## src/rtl/usb_pulpino_pkg.sv

```systemverilog
// rtl/usb_pulpino_pkg.sv - shared types and constants for the USB/EXT to Pulpino mailbox
package usb_pulpino_pkg;

  localparam int MBOX_DATA_W = 8;

  localparam logic OWNER_USB = 1'b0;
  localparam logic OWNER_EXT = 1'b1;

  typedef enum logic [1:0] {
    ST_IDLE     = 2'd0,
    ST_SEND     = 2'd1,
    ST_WAIT_RSP = 2'd2,
    ST_DELIVER  = 2'd3
  } mbox_state_t;

endpackage

```

## src/rtl/flicker_edge_det.sv

```systemverilog
// rtl/flicker_edge_det.sv - reports any change of a toggle-style flicker line
module flicker_edge_det (
  input  logic clk,
  input  logic reset_i,
  input  logic flicker_i,
  output logic event_o
);

  logic prev_q;

  // Loading the live value during reset hides whatever level the line sits at.
  always_ff @(posedge clk) begin
    prev_q <= flicker_i;
  end

  assign event_o = ~reset_i & (flicker_i ^ prev_q);

endmodule

```

## src/rtl/usb_pulpino_mbox_ctrl.sv

```systemverilog
// rtl/usb_pulpino_mbox_ctrl.sv - round-robin USB/EXT byte mailbox to Pulpino over flicker handshakes
// Optional response timeout is compiled in with MBOX_TIMEOUT_EN.
module usb_pulpino_mbox_ctrl
  import usb_pulpino_pkg::*;
#(
  parameter int DATA_W         = MBOX_DATA_W,
  parameter int TIMEOUT_CYCLES = 65535
) (
  input  logic              clk,
  input  logic              reset_i,
  input  logic              usb_req_valid_i,
  output logic              usb_req_ready_o,
  input  logic [DATA_W-1:0] usb_req_data_i,
  output logic              usb_rsp_valid_o,
  input  logic              usb_rsp_ready_i,
  output logic [DATA_W-1:0] usb_rsp_data_o,
  output logic              usb_rsp_err_o,
  input  logic              ext_req_valid_i,
  output logic              ext_req_ready_o,
  input  logic [DATA_W-1:0] ext_req_data_i,
  output logic              ext_rsp_valid_o,
  input  logic              ext_rsp_ready_i,
  output logic [DATA_W-1:0] ext_rsp_data_o,
  output logic              ext_rsp_err_o,
  output logic [DATA_W-1:0] p_data_o,
  output logic              p_wr_flicker_o,
  input  logic              p_rd_flicker_i,
  input  logic [DATA_W-1:0] p_data_i,
  input  logic              p_wr_flicker_i,
  output logic              p_rd_flicker_o,
  output logic              busy_o,
  output logic              owner_o
);

  if (TIMEOUT_CYCLES < 1) begin : g_bad_timeout
    $error("TIMEOUT_CYCLES must be at least 1");
  end

  mbox_state_t       state_q, state_nxt;
  logic              owner_q, last_served_q;
  logic [DATA_W-1:0] p_data_q, rsp_data_q;
  logic              wr_flk_q, rd_flk_q, rsp_err;
  logic              ack_evt, rsp_evt, timeout;
  logic              grant_usb, grant_ext, capture, timeout_fire, rsp_ready;

  flicker_edge_det u_ack_det (
    .clk      (clk),
    .reset_i  (reset_i),
    .flicker_i(p_rd_flicker_i),
    .event_o  (ack_evt)
  );

  flicker_edge_det u_rsp_det (
    .clk      (clk),
    .reset_i  (reset_i),
    .flicker_i(p_wr_flicker_i),
    .event_o  (rsp_evt)
  );

  always_comb begin
    state_nxt    = state_q;
    grant_usb    = 1'b0;
    grant_ext    = 1'b0;
    capture      = 1'b0;
    timeout_fire = 1'b0;
    rsp_ready    = (owner_q == OWNER_EXT) ? ext_rsp_ready_i : usb_rsp_ready_i;
    case (state_q)
      ST_IDLE: begin
        if (usb_req_valid_i && (!ext_req_valid_i || last_served_q == OWNER_EXT)) grant_usb = 1'b1;
        else if (ext_req_valid_i) grant_ext = 1'b1;
        if (grant_usb || grant_ext) state_nxt = ST_SEND;
      end
      // A response also implies the byte was consumed, so it wins over the ack.
      ST_SEND: begin
        if (rsp_evt) begin
          capture   = 1'b1;
          state_nxt = ST_DELIVER;
        end else if (ack_evt) begin
          state_nxt = ST_WAIT_RSP;
        end else if (timeout) begin
          timeout_fire = 1'b1;
          state_nxt    = ST_DELIVER;
        end
      end
      ST_WAIT_RSP: begin
        if (rsp_evt) begin
          capture   = 1'b1;
          state_nxt = ST_DELIVER;
        end else if (timeout) begin
          timeout_fire = 1'b1;
          state_nxt    = ST_DELIVER;
        end
      end
      ST_DELIVER: begin
        if (rsp_ready) state_nxt = ST_IDLE;
      end
      default: state_nxt = ST_IDLE;
    endcase
  end

  always_ff @(posedge clk) begin
    if (reset_i) begin
      state_q       <= ST_IDLE;
      owner_q       <= OWNER_USB;
      last_served_q <= OWNER_EXT;
      p_data_q      <= '0;
      rsp_data_q    <= '0;
      wr_flk_q      <= 1'b0;
      rd_flk_q      <= 1'b0;
    end else begin
      state_q <= state_nxt;
      if (grant_usb || grant_ext) begin
        p_data_q <= grant_usb ? usb_req_data_i : ext_req_data_i;
        wr_flk_q <= ~wr_flk_q;
        owner_q  <= grant_ext ? OWNER_EXT : OWNER_USB;
      end
      if (capture) begin
        rsp_data_q <= p_data_i;
        rd_flk_q   <= ~rd_flk_q;
      end
      if (timeout_fire) rsp_data_q <= '0;
      if (state_q == ST_DELIVER && rsp_ready) last_served_q <= owner_q;
    end
  end

`ifdef MBOX_TIMEOUT_EN
  localparam int CNT_W = $clog2(TIMEOUT_CYCLES + 1);
  logic [CNT_W-1:0] tmo_cnt_q;
  logic             rsp_err_q;

  // Any state change restarts the count, so SEND and WAIT_RSP each get a full budget.
  always_ff @(posedge clk) begin
    if (reset_i) begin
      tmo_cnt_q <= '0;
      rsp_err_q <= 1'b0;
    end else begin
      if (state_nxt != state_q) tmo_cnt_q <= '0;
      else if (state_q == ST_SEND || state_q == ST_WAIT_RSP) tmo_cnt_q <= tmo_cnt_q + 1'b1;
      if (timeout_fire) rsp_err_q <= 1'b1;
      else if (capture) rsp_err_q <= 1'b0;
    end
  end

  assign timeout = (state_q == ST_SEND || state_q == ST_WAIT_RSP) &&
                   (tmo_cnt_q == CNT_W'(TIMEOUT_CYCLES - 1));
  assign rsp_err = rsp_err_q;
`else
  assign timeout = 1'b0;
  assign rsp_err = 1'b0;
`endif

  assign usb_req_ready_o = grant_usb;
  assign ext_req_ready_o = grant_ext;
  assign usb_rsp_valid_o = (state_q == ST_DELIVER) && (owner_q == OWNER_USB);
  assign ext_rsp_valid_o = (state_q == ST_DELIVER) && (owner_q == OWNER_EXT);
  assign usb_rsp_data_o  = (owner_q == OWNER_USB) ? rsp_data_q : '0;
  assign ext_rsp_data_o  = (owner_q == OWNER_EXT) ? rsp_data_q : '0;
  assign usb_rsp_err_o   = (owner_q == OWNER_USB) && rsp_err;
  assign ext_rsp_err_o   = (owner_q == OWNER_EXT) && rsp_err;
  assign p_data_o        = p_data_q;
  assign p_wr_flicker_o  = wr_flk_q;
  assign p_rd_flicker_o  = rd_flk_q;
  assign busy_o          = (state_q != ST_IDLE);
  assign owner_o         = owner_q;

endmodule

```

## config.mk

```make
export PLATFORM = sky130hd
export DESIGN_NAME = usb_pulpino_mbox_ctrl
export DESIGN_NICKNAME = d
export VERILOG_FILES = /design/src/rtl/usb_pulpino_pkg.sv /design/src/rtl/flicker_edge_det.sv /design/src/rtl/usb_pulpino_mbox_ctrl.sv
export SDC_FILE = /design/constraint.sdc
export NUM_CORES = 1
export LEC_CHECK = 0
export ABC_AREA = 1
export BUFFER_PORTS_ARGS = -buffer_cell sky130_fd_sc_hd__buf_2
export CELL_PAD_IN_SITES_DETAIL_PLACEMENT = 0
export CELL_PAD_IN_SITES_GLOBAL_PLACEMENT = 1
export CORE_MARGIN = 2
export CORE_UTILIZATION = 28
export CTS_BUF_LIST = sky130_fd_sc_hd__clkbuf_4 sky130_fd_sc_hd__clkbuf_8 sky130_fd_sc_hd__clkbuf_16
export CTS_CLUSTER_SIZE = 20
export DETAILED_ROUTE_END_ITERATION = 7
export HOLD_SLACK_MARGIN = 0.06
export PLACE_DENSITY_LB_ADDON = 0.1
export SLEW_MARGIN = 10
export SYNTH_ARGS = -nofsm -noshare
export SYNTH_HDL_FRONTEND = slang
export SYNTH_SLANG_ARGS = --single-unit
```

## constraint.sdc

```tcl
create_clock -name clk -period 1.35 [get_ports clk]
set_clock_uncertainty 0.15 [all_clocks]
set_input_delay 0.2025 -clock clk [delete_from_list [all_inputs] [get_ports clk]]
set_output_delay 0.2025 -clock clk [all_outputs]
set_load 0.01 [all_outputs]
```

# After elaboration in Yosys (flattened, before gate mapping)

Cells that the tools add are included.

Output and inout port bits: 34
Register bits: 24
Input port bits: 32

Equality and inequality tests: 7
Bitwise logic cells: 8
Mux-type cells: 20
Reduce and logical (&&, ||, !) cells: 12

Operator list:

| operator                                                              | number |
|---|---|
| 8-bit two-way mux                                                     | 3 |
| 1-bit two-way mux                                                     | 11 |
| 2-bit two-way mux                                                     | 5 |
| 2-bit one-hot mux with 4 select lines                                 | 1 |
| 2-bit inequality test, second input constant                          | 3 |
| 2-bit equality test, second input constant                            | 2 |
| 1-bit logical AND                                                     | 4 |
| 1-bit NOT                                                             | 4 |
| 4-bit AND reduction                                                   | 1 |
| 1-bit logical OR                                                      | 3 |
| 3-bit inequality test, second input constant                          | 1 |
| 1-bit AND                                                             | 2 |
| 2-bit by 1-bit equality test with 1-bit output, second input constant | 1 |
| 2-bit logical NOT                                                     | 1 |
| 2-bit nonzero test                                                    | 1 |
| 2-bit OR reduction                                                    | 1 |
| 1-bit bitwise XOR                                                     | 2 |
| 1-bit logical NOT                                                     | 1 |

# Logic depth before layout (Yosys ltp)

Depth after elaboration: 8
Depth in mapped cells: 9
Depth with buffers taken out: 9

# By module

Synthesis repeated with hierarchy kept, for this count alone.

Cells, all modules: 196
Area, all modules: 1267.5 um^2

Modules (own cells, without submodules):

| module                | area each (um^2) | sequential area each (um^2) | times used | cells each |
|---|---|---|---|---|
| usb_pulpino_mbox_ctrl | 1189.9           | 440.4                       | 1          | 184 |
| flicker_edge_det      | 38.8             | 20.0                        | 2          | 6 |

# Least setup slack after synthesis

OpenSTA, ideal clock, no wires.

Kind: reg2reg
Start: register state_q[0]
End: register p_data_q[0] (netlist: p_data_o[0])
Setup time: 0.113 ns
Cell stages (with the launch flop): 10
Data required time: 1.087 ns
Setup slack: -0.099 ns
Buffers on the path: 1
Arrival time: 1.186 ns
Cells stage by stage: dfxtp_1 -> inv_1 -> ha_1 -> nand3_2 -> buf_6 -> inv_8 -> nand2_2 -> nand2_1 -> nor2_1 -> nor2_1

Longest elaborated chain between the ends: 3
Elaborated cells on any way between the ends: 5

RTL lines:

| element                                               | line                                                       | text |
|---|---|---|
| from (decl)                                           | usb_pulpino_mbox_ctrl.sv:39                                | `mbox_state_t state_q, state_nxt;` |
| from (signal assigned)                                | usb_pulpino_mbox_ctrl.sv:111                               | `state_q <= state_nxt;` |
| 2-bit logical NOT (*)                                 | usb_pulpino_mbox_ctrl.sv:67                                | `case (state_q)` |
| 1-bit two-way mux (*)                                 | usb_pulpino_mbox_ctrl.sv:67                                |  |
| via usb_req_ready_o                                   | usb_pulpino_mbox_ctrl.sv:12                                | `output logic usb_req_ready_o,` |
| 8-bit two-way mux or 1-bit logical OR (tied branches) | usb_pulpino_mbox_ctrl.sv:113, usb_pulpino_mbox_ctrl.sv:112 |  |
| to (signal assigned)                                  | usb_pulpino_mbox_ctrl.sv:113                               | `p_data_q <= grant_usb ? usb_req_data_i : ext_req_data_i;` |
| to (decl)                                             | usb_pulpino_mbox_ctrl.sv:41                                | `logic [DATA_W-1:0] p_data_q, rsp_data_q;` |

Mark *: on every way through the listed nets, which the timed path passes. The rest lies on a longest branch.
A chain may end at the register's enable or synchronous reset.

# Final worst setup path

Start: register state_q[1]
End: output port usb_req_ready_o

Longest elaborated chain between the ends: 2

RTL lines:

| element           | line |
|---|---|
| 2-bit logical NOT | usb_pulpino_mbox_ctrl.sv:67 |
| 1-bit two-way mux | usb_pulpino_mbox_ctrl.sv:67 |
| to (decl)         | usb_pulpino_mbox_ctrl.sv:12 |

Every way passes these cells.

==> flow_metrics.py <==
metrics = {
    "status": {
        "status": "finished, violations left",
        "violations": "setup timing",
    },
    "clocking": {
        "cts_root_buf": "clkbuf_8",
        "cts_buffers": 3,
        "clk_pin_slew_worst_paths_ns": 0.08,
        "cts_buffer_depth": 2,
        "worstSkewPairLatency_ns": 0.26,
        "clkSinkCount": 24,
        "htree_levels": 1,
        "cts_tree": "done",
    },
    "pwr": {
        "cellLeakagePower_nw": 1.34,
        "p_per_area_nw_per_um2": 1600,
        "vdd_drop_max_v": 0.000906,
    },
    "global_route": {
        "grt_pass1_wl_mm": 6.08,
        "grt_pass1_vias": 1383,
        "grt_max_degree": 18,
        "grt_usage_pct": 14.2,
        "grt.overflow.total": 0,
        "antenna_found_initial": 0,
    },
    "timing": {
        "fin_crit_sh_pct": 113,
        "finalCriticalPeriod_ns": 1.53,
        "fin_ws_ns": -0.177,
        "finalSetupViolations": 22,
        "slew_viol_final": 0,
        "grt_setup_unrepaired": "yes",
        "fmax_ghz": 0.655,
        "final-hold-violation-count": 0,
    },
    "place": {
        "dpl-instance-area_um2": 1840,
        "port_buffers": 63,
        "post-place-cells": 333,
        "dp_slack_ns": -0.102,
        "dpl.hpwl_mm": 2.58,
        "gp_congestion": 0.701,
    },
    "worst_setup_path": {
        "crit_required_ns": 1.00,
        "crit_fanout": 2,
        "max_stage_delay_ns": 0.33,
        "start_kind": "flip-flop",
        "cp_top_family": "buffers and inverters",
        "slowest_stage": "dfxtp_2",
        "critPathCaptureType": "output pin",
        "cp.arrival_ns": 1.17,
        "crit_chain": "inv_2, ha_4, nand3_4, buf_12, inv_12, buf_6",
        "r2r_start": "state_q[0]$_SDFFE_PP0P_",
        "crit_buf_inv": 4,
        "cp.depth": 6,
        "path_class": "flip-flop to output pin",
        "r2r_cells": 9,
        "critical_path.startpoint": "state_q[1]$_SDFFE_PP0P_",
    },
    "routing": {
        "vias": 1468,
        "drt_iter0_drc": 24,
        "drt-wirelength-per-cell_um": 10.6,
        "drcViolationCount": 0,
        "wirelength_mm": 3.83,
        "firstDrtPassIters": 3,
        "ant_nets": 0,
        "avgViaCountPerCell": 4.06,
    },
    "synthesis": {
        "async_reset_ff_share_pct": 0,
        "synth_ff_type": "dfxtp_1",
        "synth_common_cells": "38 x nand2_1, 30 x inv_1, 29 x nor2_1",
        "synth.area.top_cells": "dfxtp_1 35%, nand2_1 10%, inv_1 8.3%",
        "mappedNetlistArea_um2": 1360,
        "yosysTopAreaCell": "dfxtp_1",
        "ys_warn_count": 0,
        "avgSynthCellArea_um2": 6.99,
        "synth_edf_count": 0,
        "synth_top_area_share_pct": 35.3,
        "ys_seq_area_share_pct": 35.3,
        "syn_inst": 195,
        "ys_seq_elements": 24,
        "synth_most_common_cell": "nand2_1",
        "synth.distinct_cells": 24,
    },
    "floorplan": {
        "start_util_pct": 28.8,
        "fp.dieW_um": 73.8,
        "fp.dieH_um": 73.8,
        "pin_count": 66,
        "num_rows": 25,
        "die-area_um2": 5440,
        "core-area_um2": 4720,
    },
    "hold_path": {
        "hold_depth": 3,
        "holdCritStartpoint": "p_data_i[5]",
        "hold_path.class": "input pin to flip-flop",
    },
    "finish": {
        "nNetsFinal": 333,
        "layout-area-overhead-vs-synth_pct": 87.1,
        "drive_above_1_share_pct": 69.5,
        "n_antenna_cell": 0,
        "post-route-cell-area_um2": 2550,
        "final_cells": 362,
    },
    "job": {
        "drv_cap": 0,
    },
}
[tightest hold or removal path, stage by stage]
cell and delay (ns):
buf_2 0.09, o21ai_2 0.06, a21oi_2 0.08
[area by class of cell]
class	instances	area [um^2]
Fill cell	477	2170
Inverter	35	151
Timing Repair Buffer	103	792
Multi-Input combinational cell	130	986
Sequential cell	24	494
Tap cell	67	83.8
Clock buffer	3	41.3
[routing by layer]
metal | vias up | track usage (%) | share of wire, % | routed length (um)
met1 | 635 | 18.6 | 46 | 1740
met2 | 43 | 23.8 | 49 | 1860
li1 | 788 | - | - | -
met3 | 2 | 2.61 | 5.1 | 197
met5 | - | 0 | 0 | 0
met4 | 0 | 3.64 | 0.68 | 26
[power breakdown]
part / total, mW / internal [mW] / switching (mW)
Clock: 0.412 / 0.199 / 0.213
Combinational: 2.54 / 1.23 / 1.31
Sequential: 1.11 / 0.939 / 0.172
[cells in the final DEF (no fill, tap or decap), types with 4 or more instances in the layout]
| cell | instances |
|---|---|
| inv_1 | 15 |
| ha_4 | 4 |
| o21ai_2 | 18 |
| dfxtp_2 | 8 |
| buf_2 | 50 |
| nand3_2 | 4 |
| buf_4 | 20 |
| inv_2 | 16 |
| nand2_2 | 18 |
| nor2_4 | 4 |
| nand2_4 | 10 |
| a21oi_2 | 12 |
| nand2_1 | 23 |
| buf_6 | 21 |
| dfxtp_1 | 15 |
| nor2_1 | 23 |
| dlygate4sd3_1 | 8 |
[metrics by stage]
| step | TNS, ns | hold slack [ns] | power, mW | utilization (%) |
|---|---|---|---|---|
| CTS | -2.49 | 0.0616 | 3.69 | 47.9 |
| global route | -4.08 | 0.0596 | 4.40 | 54.0 |
| floorplan | 0 | 0.0802 | 2.11 | - |
| finish | -2.22 | 0.0493 | 4.07 | 54.0 |
| detailed placement | -0.568 | 0.185 | 2.69 | 38.9 |
| global placement | -0.217 | 0.185 | 2.69 | 38.9 |
[state kept, by name, indices dropped and copies added (netlist names)]
register and flops:
u_ack_det.prev_q 1, rsp_data_q 8, owner_o 1, state_q 2, p_wr_flicker_o 1, p_rd_flicker_o 1, last_served_q 1, p_data_o 8
u_rsp_det.prev_q 1
[kinds of logic (layout without fill, tap and decap cells)]
group	count (synthesis)	in the layout	synth area share (%)
adder cells (fa/ha/maj)	4	4	3.67
AO/OA/AOI/OAI	33	33	15.6
flip-flops	24	24	35.3
buffers and inverters	44	141	15.6
XOR/XNOR	1	1	0.643
AND/OR/NAND/NOR	88	90	28.9
other	1	2	0.275
[final timing paths]
check                                     end  slack, ns
setup / recovery              usb_req_ready_o      -0.18
hold / removal     rsp_data_q[5]$_SDFFE_PP0P_       0.05
setup reg to reg  p_wr_flicker_o$_SDFFE_PP0P_      -0.11
hold reg to reg    last_served_q$_SDFFE_PP1P_       0.34
[what timing repair did]
item,in CTS,in global routing
endpoints found under the setup margin,38,42
hold buffers,8,0
endpoints found under the hold margin,8,0
pin swaps,15,19
gates resized for setup,51,71
setup buffers,11,8
gates cloned,1,2
No activity file was read; power rests on OpenSTA's default activity.
